$ cat config.mk
export PLATFORM = sky130hd
export DESIGN_NAME = sdram_arbiter_n
export DESIGN_NICKNAME = d
export VERILOG_FILES = /design/src/rtl/sdram_arb_pkg.sv /design/src/rtl/prio_rr_arbiter.sv /design/src/rtl/sdram_arbiter_n.sv
export SDC_FILE = /design/constraint.sdc
export NUM_CORES = 1
export LEC_CHECK = 0
export CAP_MARGIN = 20
export CORE_AREA = 2 2 141 143
export CTS_CLUSTER_SIZE = 10
export DETAILED_ROUTE_END_ITERATION = 10
export DIE_AREA = 0 0 143 145
export DONT_BUFFER_PORTS = 1
export PLACE_DENSITY = 0.56
export SYNTH_ARGS = -nofsm -noshare
export SYNTH_HDL_FRONTEND = slang
export SYNTH_HIERARCHICAL = 1
export SYNTH_SLANG_ARGS = --single-unit
export TNS_END_PERCENT = 30
$ cat constraint.sdc
create_clock -name clk_i -period 3.1 [get_ports clk_i]
set_input_delay 0.93 -clock clk_i [delete_from_list [all_inputs] [get_ports clk_i]]
set_output_delay 0.93 -clock clk_i [all_outputs]
set_load 0.02 [all_outputs]
$ cat src/rtl/sdram_arb_pkg.sv
// Shared types for the N-port SDRAM arbiter: FSM state, latched command
// record and an index-width helper.
package sdram_arb_pkg;

  localparam int CMD_ADDR_W = 24;
  localparam int CMD_DATA_W = 16;

  typedef enum logic [1:0] {
    IDLE,
    ISSUE,
    WAIT
  } arb_state_e;

  typedef struct packed {
    logic                  wr;
    logic                  burst;
    logic [CMD_ADDR_W-1:0] addr;
    logic [CMD_DATA_W-1:0] wdata;
    logic [1:0]            wmask;
  } sdram_cmd_t;

  // Width of an index into n items, never less than one bit.
  function automatic int idx_w(input int n);
    return (n > 1) ? $clog2(n) : 1;
  endfunction

endpackage

$ cat src/rtl/prio_rr_arbiter.sv
// Combinational winner selection: fixed priority over the low ports, then
// round-robin over the rest starting at the rotating pointer.
module prio_rr_arbiter
  import sdram_arb_pkg::*;
#(
  parameter  int NUM_PORTS  = 3,
  parameter  int PRIO_PORTS = 1,
  localparam int IW         = idx_w(NUM_PORTS)
) (
  input  logic [NUM_PORTS-1:0] i_pending,
  input  logic [IW-1:0]        i_rr_ptr,
  output logic                 o_valid,
  output logic [NUM_PORTS-1:0] o_grant_oh,
  output logic [IW-1:0]        o_grant_idx,
  output logic [IW-1:0]        o_next_ptr
);

  localparam int RR_N = NUM_PORTS - PRIO_PORTS;

  always_comb begin
    int          w_p;
    logic [IW-1:0] w_idx;
    // NOTE: every output gets a default before any conditional assignment so
    // no path leaves a value held, which would otherwise infer a latch.
    o_valid     = 1'b0;
    o_grant_idx = '0;
    o_next_ptr  = i_rr_ptr;
    w_p         = 0;
    w_idx       = '0;

    for (int i = 0; i < PRIO_PORTS; i++) begin
      if (!o_valid && i_pending[i]) begin
        o_valid     = 1'b1;
        o_grant_idx = IW'(i);
      end
    end

    // Walk the round-robin ring once, wrapping back to the first RR port.
    for (int k = 0; k < RR_N; k++) begin
      w_p = int'(i_rr_ptr) + k;
      if (w_p >= NUM_PORTS) w_p = w_p - RR_N;
      w_idx = IW'(w_p);
      if (!o_valid && i_pending[w_idx]) begin
        o_valid     = 1'b1;
        o_grant_idx = w_idx;
        o_next_ptr  = (w_p + 1 >= NUM_PORTS) ? IW'(PRIO_PORTS) : IW'(w_p + 1);
      end
    end
  end

  assign o_grant_oh = o_valid ? (NUM_PORTS'(1) << o_grant_idx) : '0;

endmodule

$ cat src/rtl/sdram_arbiter_n.sv
// N-port front end for the single SDRAM controller port: per-port one-entry
// command latches, priority/round-robin grant and per-owner ack routing.
module sdram_arbiter_n
  import sdram_arb_pkg::*;
#(
  parameter  int NUM_PORTS  = 3,
  parameter  int PRIO_PORTS = 1,
  parameter  int ADDR_W     = 24,
  parameter  int DATA_W     = 16,
  parameter  int BURST_LEN  = 4,
  localparam int IW         = idx_w(NUM_PORTS)
) (
  input  logic                        clk_i,
  input  logic                        rst_i,
  input  logic [NUM_PORTS-1:0]        port_rd_i,
  input  logic [NUM_PORTS-1:0]        port_wr_i,
  input  logic [NUM_PORTS-1:0]        port_burst_i,
  input  logic [NUM_PORTS*ADDR_W-1:0] port_addr_i,
  input  logic [NUM_PORTS*DATA_W-1:0] port_wdata_i,
  input  logic [NUM_PORTS*2-1:0]      port_wmask_i,
  output logic [NUM_PORTS-1:0]        port_rdy_o,
  output logic [NUM_PORTS-1:0]        port_ack_o,
  output logic [DATA_W-1:0]           port_rdata_o,
  output logic [NUM_PORTS-1:0]        port_ovf_o,
  output logic                        sdram_rd,
  output logic                        sdram_wr,
  output logic [ADDR_W-1:0]           sdram_addr_x16,
  output logic [DATA_W-1:0]           sdram_wdata,
  output logic [1:0]                  sdram_wmask,
  output logic                        sdram_burst,
  input  logic [DATA_W-1:0]           sdram_rdata,
  input  logic                        sdram_ack,
  input  logic                        sdram_rdy,
  output logic [IW-1:0]               grant_o,
  output logic                        busy_o
);

  localparam int CW = idx_w(BURST_LEN + 1);

  arb_state_e           r_state;
  logic [NUM_PORTS-1:0] r_valid;
  sdram_cmd_t           r_lat [NUM_PORTS];
  sdram_cmd_t           r_out;
  logic                 r_sdram_rd;
  logic                 r_sdram_wr;
  logic [IW-1:0]        r_owner;
  logic [NUM_PORTS-1:0] r_owner_oh;
  logic [IW-1:0]        r_rr_ptr;
  logic [CW-1:0]        r_cnt;

  logic                 w_valid;
  logic [NUM_PORTS-1:0] w_grant_oh;
  logic [IW-1:0]        w_grant_idx;
  logic [IW-1:0]        w_next_ptr;
  logic [NUM_PORTS-1:0] w_strobe;
  logic                 w_ack_wait;
  logic                 w_final;

  prio_rr_arbiter #(
    .NUM_PORTS (NUM_PORTS),
    .PRIO_PORTS(PRIO_PORTS)
  ) u_arb (
    .i_pending  (r_valid),
    .i_rr_ptr   (r_rr_ptr),
    .o_valid    (w_valid),
    .o_grant_oh (w_grant_oh),
    .o_grant_idx(w_grant_idx),
    .o_next_ptr (w_next_ptr)
  );

  assign w_strobe = port_rd_i | port_wr_i;
  // Acks are gated by reset so an abort silences the ports in the same cycle.
  assign w_ack_wait = (r_state == WAIT) && sdram_ack && !rst_i;
  assign w_final    = w_ack_wait && (r_cnt == CW'(1));

  always_ff @(posedge clk_i) begin
    if (rst_i) begin
      r_valid <= '0;
    end else begin
      for (int i = 0; i < NUM_PORTS; i++) begin
        if (w_final && r_owner_oh[i]) r_valid[i] <= 1'b0;
        else if (!r_valid[i] && w_strobe[i]) r_valid[i] <= 1'b1;
      end
    end
  end

  // NOTE: only the valid bits are reset; the latched payload is don't-care
  // while its valid bit is clear, so it needs no reset path.
  always_ff @(posedge clk_i) begin
    for (int i = 0; i < NUM_PORTS; i++) begin
      if (!r_valid[i] && w_strobe[i]) begin
        r_lat[i].wr    <= port_wr_i[i];
        r_lat[i].burst <= port_burst_i[i] & ~port_wr_i[i];
        r_lat[i].addr  <= CMD_ADDR_W'(port_addr_i[i*ADDR_W +: ADDR_W]);
        r_lat[i].wdata <= CMD_DATA_W'(port_wdata_i[i*DATA_W +: DATA_W]);
        r_lat[i].wmask <= port_wmask_i[i*2 +: 2];
      end
    end
  end

  // NOTE: state registers use non-blocking assignments so every branch sees
  // the pre-edge values, independent of statement order.
  always_ff @(posedge clk_i) begin
    if (rst_i) begin
      r_state    <= IDLE;
      r_sdram_rd <= 1'b0;
      r_sdram_wr <= 1'b0;
      r_owner    <= '0;
      r_owner_oh <= '0;
      r_rr_ptr   <= IW'(PRIO_PORTS);
      r_cnt      <= '0;
      r_out      <= '0;
    end else begin
      case (r_state)
        IDLE: begin
          if (w_valid && sdram_rdy) begin
            r_out      <= r_lat[w_grant_idx];
            r_owner    <= w_grant_idx;
            r_owner_oh <= w_grant_oh;
            r_sdram_rd <= ~r_lat[w_grant_idx].wr;
            r_sdram_wr <= r_lat[w_grant_idx].wr;
            if (int'(w_grant_idx) >= PRIO_PORTS) r_rr_ptr <= w_next_ptr;
            r_state    <= ISSUE;
          end
        end
        ISSUE: begin
          r_sdram_rd <= 1'b0;
          r_sdram_wr <= 1'b0;
          r_cnt      <= r_out.burst ? CW'(BURST_LEN) : CW'(1);
          r_state    <= WAIT;
        end
        WAIT: begin
          if (w_ack_wait) begin
            r_cnt <= r_cnt - 1'b1;
            if (r_cnt == CW'(1)) r_state <= IDLE;
          end
        end
        default: r_state <= IDLE;
      endcase
    end
  end

  assign port_rdy_o     = ~r_valid;
  assign port_ack_o     = w_ack_wait ? r_owner_oh : '0;
  assign port_rdata_o   = sdram_rdata;
  assign port_ovf_o     = w_strobe & r_valid & {NUM_PORTS{!rst_i}};
  assign sdram_rd       = r_sdram_rd;
  assign sdram_wr       = r_sdram_wr;
  assign sdram_addr_x16 = ADDR_W'(r_out.addr);
  assign sdram_wdata    = DATA_W'(r_out.wdata);
  assign sdram_wmask    = r_out.wmask;
  assign sdram_burst    = r_out.burst;
  assign grant_o        = r_owner;
  assign busy_o         = (r_state != IDLE);

endmodule

After elaboration in Yosys (flattened, before gate mapping):

Memory sizes are Yosys's and may differ from the RTL's.
Index checks and enable logic that the tools add are counted.

* bits in writable memories: 132
* latch bits: 0
* flip-flop bits (word level): 60
* word-level logic and storage cells: 111
* output and inout port bits: 73
* memories kept: 1
* bits in read-only memories: 0

Memory list
* r_lat: words 3, width 44, read ports 1, clocked after Yosys merged registers in 0, wr ports 3, RTL line sdram_arbiter_n.sv:42 `sdram_cmd_t r_lat [NUM_PORTS];`

* add/subtract/negate cells: 6
* reductions and logical operators: 31
* div/mod/pow operators: 0
* magnitude comparators: 7
* mux-type cells: 34
* equal/unequal tests: 6
* shift operators: 1
* bitwise operators: 11
* multipliers: 0

Operator list (count)
* $ge 32x3->1 const B: 3
* $add 32x2->32 const B: 2
* $mux 32: 2
* $sub 32x3->32 const B: 1
* $mux 2: 9
* $mux 1: 13
* $logic_and 1x1->1: 12
* $mux 3: 4
* $reduce_bool 2->1: 4
* $and 3x3->3: 2
* $logic_not 1->1: 6
* $lt 2x3->1 const B: 2
* $pmux 2 s3: 1
* $pmux 3 s2: 1
* $reduce_and 2->1: 3
* $reduce_or 2->1: 3
* $bmux 1 s2: 2
* $ne 2x2->1 const B: 2
* $not 1->1: 4
* $pmux 1 s2: 2
* $reduce_and 4->1: 1
* $add 2x1->3 const B: 1
* $and 1x1->1: 3
* $eq 3x1->1 const B: 1
* other kinds (12): 12

Logic depth before layout (Yosys ltp):

An unclocked memory read counts as a cell.

* depth in word-level cells: 13
* depth in mapped cells: 8

Hierarchy:

Netlist, hierarchy kept.

By module, submodules not included
* sdram_arbiter_n: times used 1, area each 7143.1 µm², cells each 489
* prio_rr_arbiter: times used 1, area each 88.8 µm², cells each 15

Least setup slack after synthesis:

No wires, ideal clock.

* path kind: input to register
* start point: input port port_wr_i[0]
* end point: memory r_lat[0][0] (netlist name) (enable)
* arrival: 2842 ps
* library setup time: 446 ps
* cell stages on the path: 2
* required time: 2654 ps
* path slack: -188 ps
* path buffers: 0
* cell sequence: nor2_1 nor2_1

RTL lines
* from (decl): RTL line sdram_arbiter_n.sv:16 `input logic [NUM_PORTS-1:0] port_wr_i,`
* to (decl): RTL line sdram_arbiter_n.sv:42

Worst setup path in the final report:

* start point: input port sdram_ack
* end point: output port port_ack_o[0]

* cells in the longest elaborated chain, start to end: 3

RTL lines
* from (decl): RTL line sdram_arbiter_n.sv:32 `input logic sdram_ack,`
* $logic_and 1x1->1 (2 in a row): RTL line sdram_arbiter_n.sv:73 `assign w_ack_wait = (r_state == WAIT) && sdram_ack && !rst_i;`
* $mux 3: RTL line sdram_arbiter_n.sv:144 `assign port_ack_o = w_ack_wait ? r_owner_oh : '0;`
* to (decl): RTL line sdram_arbiter_n.sv:22 `output logic [NUM_PORTS-1:0] port_ack_o,`

Every way passes these cells.

==> impl_metrics.toml <==
[final_layout]
nFillCells = 1756
layout_common_cells = "edfxtp_1 (132), dfxtp_1 (60), nand2_1 (56)"
mostFrequentLayoutCell = "edfxtp_1"
syn_to_final_growth_pct = 11.6
nets = 648
antenna_cells = 0
final_layout_size_suffix_gt1_frac = 0.101

[run_status]
status = "finished clean"

[global_routing]
track_usage = 0.157
grt_remaining_overflow = 0
grt_pass1_vias = 4098
antenna_found_initial = 1
grt_pass1_wl_mm = 24.3
grt_start_max_net_pins = 63

[route]
wirelength_mm = 15.9
antenna_left = 0
route.detailed.drc = 0
drt_pass1_iterations = 4
route.met2.wl_mm = 8.12
wl_met1_mm = 6.20
wl_met3_mm = 1.40
via_per_inst = 5.12
post_drt_wl_per_cell_um = 20.7
vias = 3941
drt_iter0_drc = 322
routed.top_layer = "met4"

[timing]
worst_slew_margin_rel = 0.509
setup_violations = 0
fin_worst_skew_ns = 0.00913
rsz0062_at_grt = "false"
hold_violations = 0
fin_setup_tns_ns = 0
min_period_ns = 2.62
slew_viol_final = 0
fmax_mhz = 382
fin_hold_ws_ns = 0.480
period_share = 0.845
max_slew.worst_pin.slew_ns = 0.737

[setup_path]
cp_cell_sequence = "nor4bb_1, and2_1"
crit_family = "simple AND/OR/NAND/NOR gates"
arrival_ns = 1.69
cp_data_required_time_ns = 2.17
startpoint_type = "primary input"
cp_slowest_stage_delay_ns = 0.44
slowest_stage = "nor4bb_1"
endpoint_kind = "output pin"
path_max_fanout = 4
cp_num_buf_inv = 0
critical_path_class = "primary input to output pin"

[clocking]
cts_setup_buffers = 0
clkSinkCount = 192
cts_tree = "yes"
cts_inserted_buffers = 17
cts.path.max_buffers = 2
clk_latency_ns = 0.42
cts_root_buf = "clkbuf_16"
h-tree-depth = 4
cts.clk_slew.worst_paths_ns = 0.07
hold_buffers = 0
cts_resized = 0

[synth]
synthCells = 504
synth_top_cell_by_area = "edfxtp_1"
synth_edf_count = 132
synth_area_leaders = "edfxtp_1 (55%), dfxtp_1 (17%), mux2i_1 (6.1%)"
synthesis.nets = 661
synth_cell_types = 39
syn_avg_cell_area_um2 = 14.3
async_reset_ff_frac = 0
synth-seq-area-share = 0.714
synth_top_flop_cell = "edfxtp_1"
ys_ff_latch = 192
synth_top_area_share = 0.548
synth_warnings = 6
syn_area_mm2 = 0.00723

[die]
core_mm2 = 0.0192
dieArea_mm2 = 0.0207
die_x_um = 143
io_pins = 228
initial_utilization = 0.377
die_y_um = 145
num_rows = 51

[flow_run]
drv_cap = 0

[pwr]
peakVddDrop_mv = 0.383
leakage_nw = 2.75
cellPowerDensity_mw_per_mm2 = 703

[place]
gp_congestion = 0.824
port_buffers = 0
dp_hpwl_mm = 10.6

[hold_path]
hold_path_class = "flip-flop to flip-flop"
[metal layers]
metal | global-route usage | vias up
li1 | - | 1842
met1 | 0.179 | 1933
met2 | 0.267 | 149
met3 | 0.0657 | 17
met4 | 0.0490 | 0
met5 | 0 | -
[power by group]
group | internal [mW] | switching (mW) | total [mW] | leakage [nW]
clock network | 1.21 | 0.963 | 2.17 | 0.284
logic | 0.154 | 0.244 | 0.398 | 0.697
registers | 2.94 | 0.159 | 3.10 | 1.77
total | 4.31 | 1.37 | 5.67 | 2.75
[final cells by class]
type / instances / area (um^2) / area share
sequential: 192 / 5160 / 0.640
multi-input combinational: 260 / 1790 / 0.222
clock buffer: 19 / 433 / 0.0536
tap: 265 / 332 / 0.0411
timing repair buffer: 12 / 165 / 0.0205
clock inverter: 13 / 151 / 0.0188
inverter: 8 / 30.0 / 0.00372
[per-stage QoR]
step           setup slack, ns  utilization  instance area (um^2)  total power, mW  cells
6_report                 0.479        0.420                  8070             5.67    769
5_1_grt                  0.412        0.420                  8070             5.89    769
4_1_cts                  0.471        0.420                  8070             5.74    769
3_5_place_dp             0.472        0.390                  7490             3.57    737
3_3_place_gp             0.518        0.390                  7490             3.56    737
2_1_floorplan           -0.188            -                  7230             3.46    504
[path summary, 6_finish.rpt]
| kind | start | endpoint | slack [ns] | depth (start not counted) |
|---|---|---|---|---|
| worst min-delay path | r_owner_oh[0]$_SDFFE_PP0P_ | r_owner_oh[0]$_SDFFE_PP0P_ | 0.48 | 2 |
| worst max-delay path | sdram_ack | port_ack_o[0] | 0.48 | 2 |
| worst min register to register | r_owner_oh[0]$_SDFFE_PP0P_ | r_owner_oh[0]$_SDFFE_PP0P_ | 0.48 | 2 |
| worst max register to register | r_valid[2]$_SDFFE_PP0P_ | sdram_wdata[6]$_SDFFE_PP0P_ | 1.10 | 5 |
[flip-flops by register name (all words and copies together) (netlist names)]
register,cells
r_valid,3
sdram_wmask,2
r_cnt,3
sdram_addr_x16,24
sdram_wdata,16
sdram_rd,1
sdram_burst,1
grant_o,2
r_rr_ptr,2
r_state,2
r_lat,132
sdram_wr,1
r_owner_oh,3
[kinds of logic (layout without fill, tap and decap cells)]
logic type	Yosys count	after routing	share of synthesized area
AO/OA/AOI/OAI	115	115	0.108
multiplexers	44	44	0.0609
AND/OR/NAND/NOR	99	99	0.0690
buffers and inverters	52	52	0.0441
adder cells (fa/ha/maj)	2	2	0.00346
flip-flops	192	192	0.714
[cell usage after synthesis, drive strengths merged (2+ instances only)]
cell type	n
inv	8
nand2	56
nor3	4
a211oi	3
edfxtp	132
dfxtp	60
buf	34
clkbuf	10
mux2i	44
a221oi	3
nor2b	6
nor2	11
ha	2
nand3b	3
o21ai	47
nand4bb	2
a22o	43
a21oi	12
nand2b	5
nor4bb	2
and2	4
nand3	2
No activity file was read; power rests on OpenSTA's default activity.
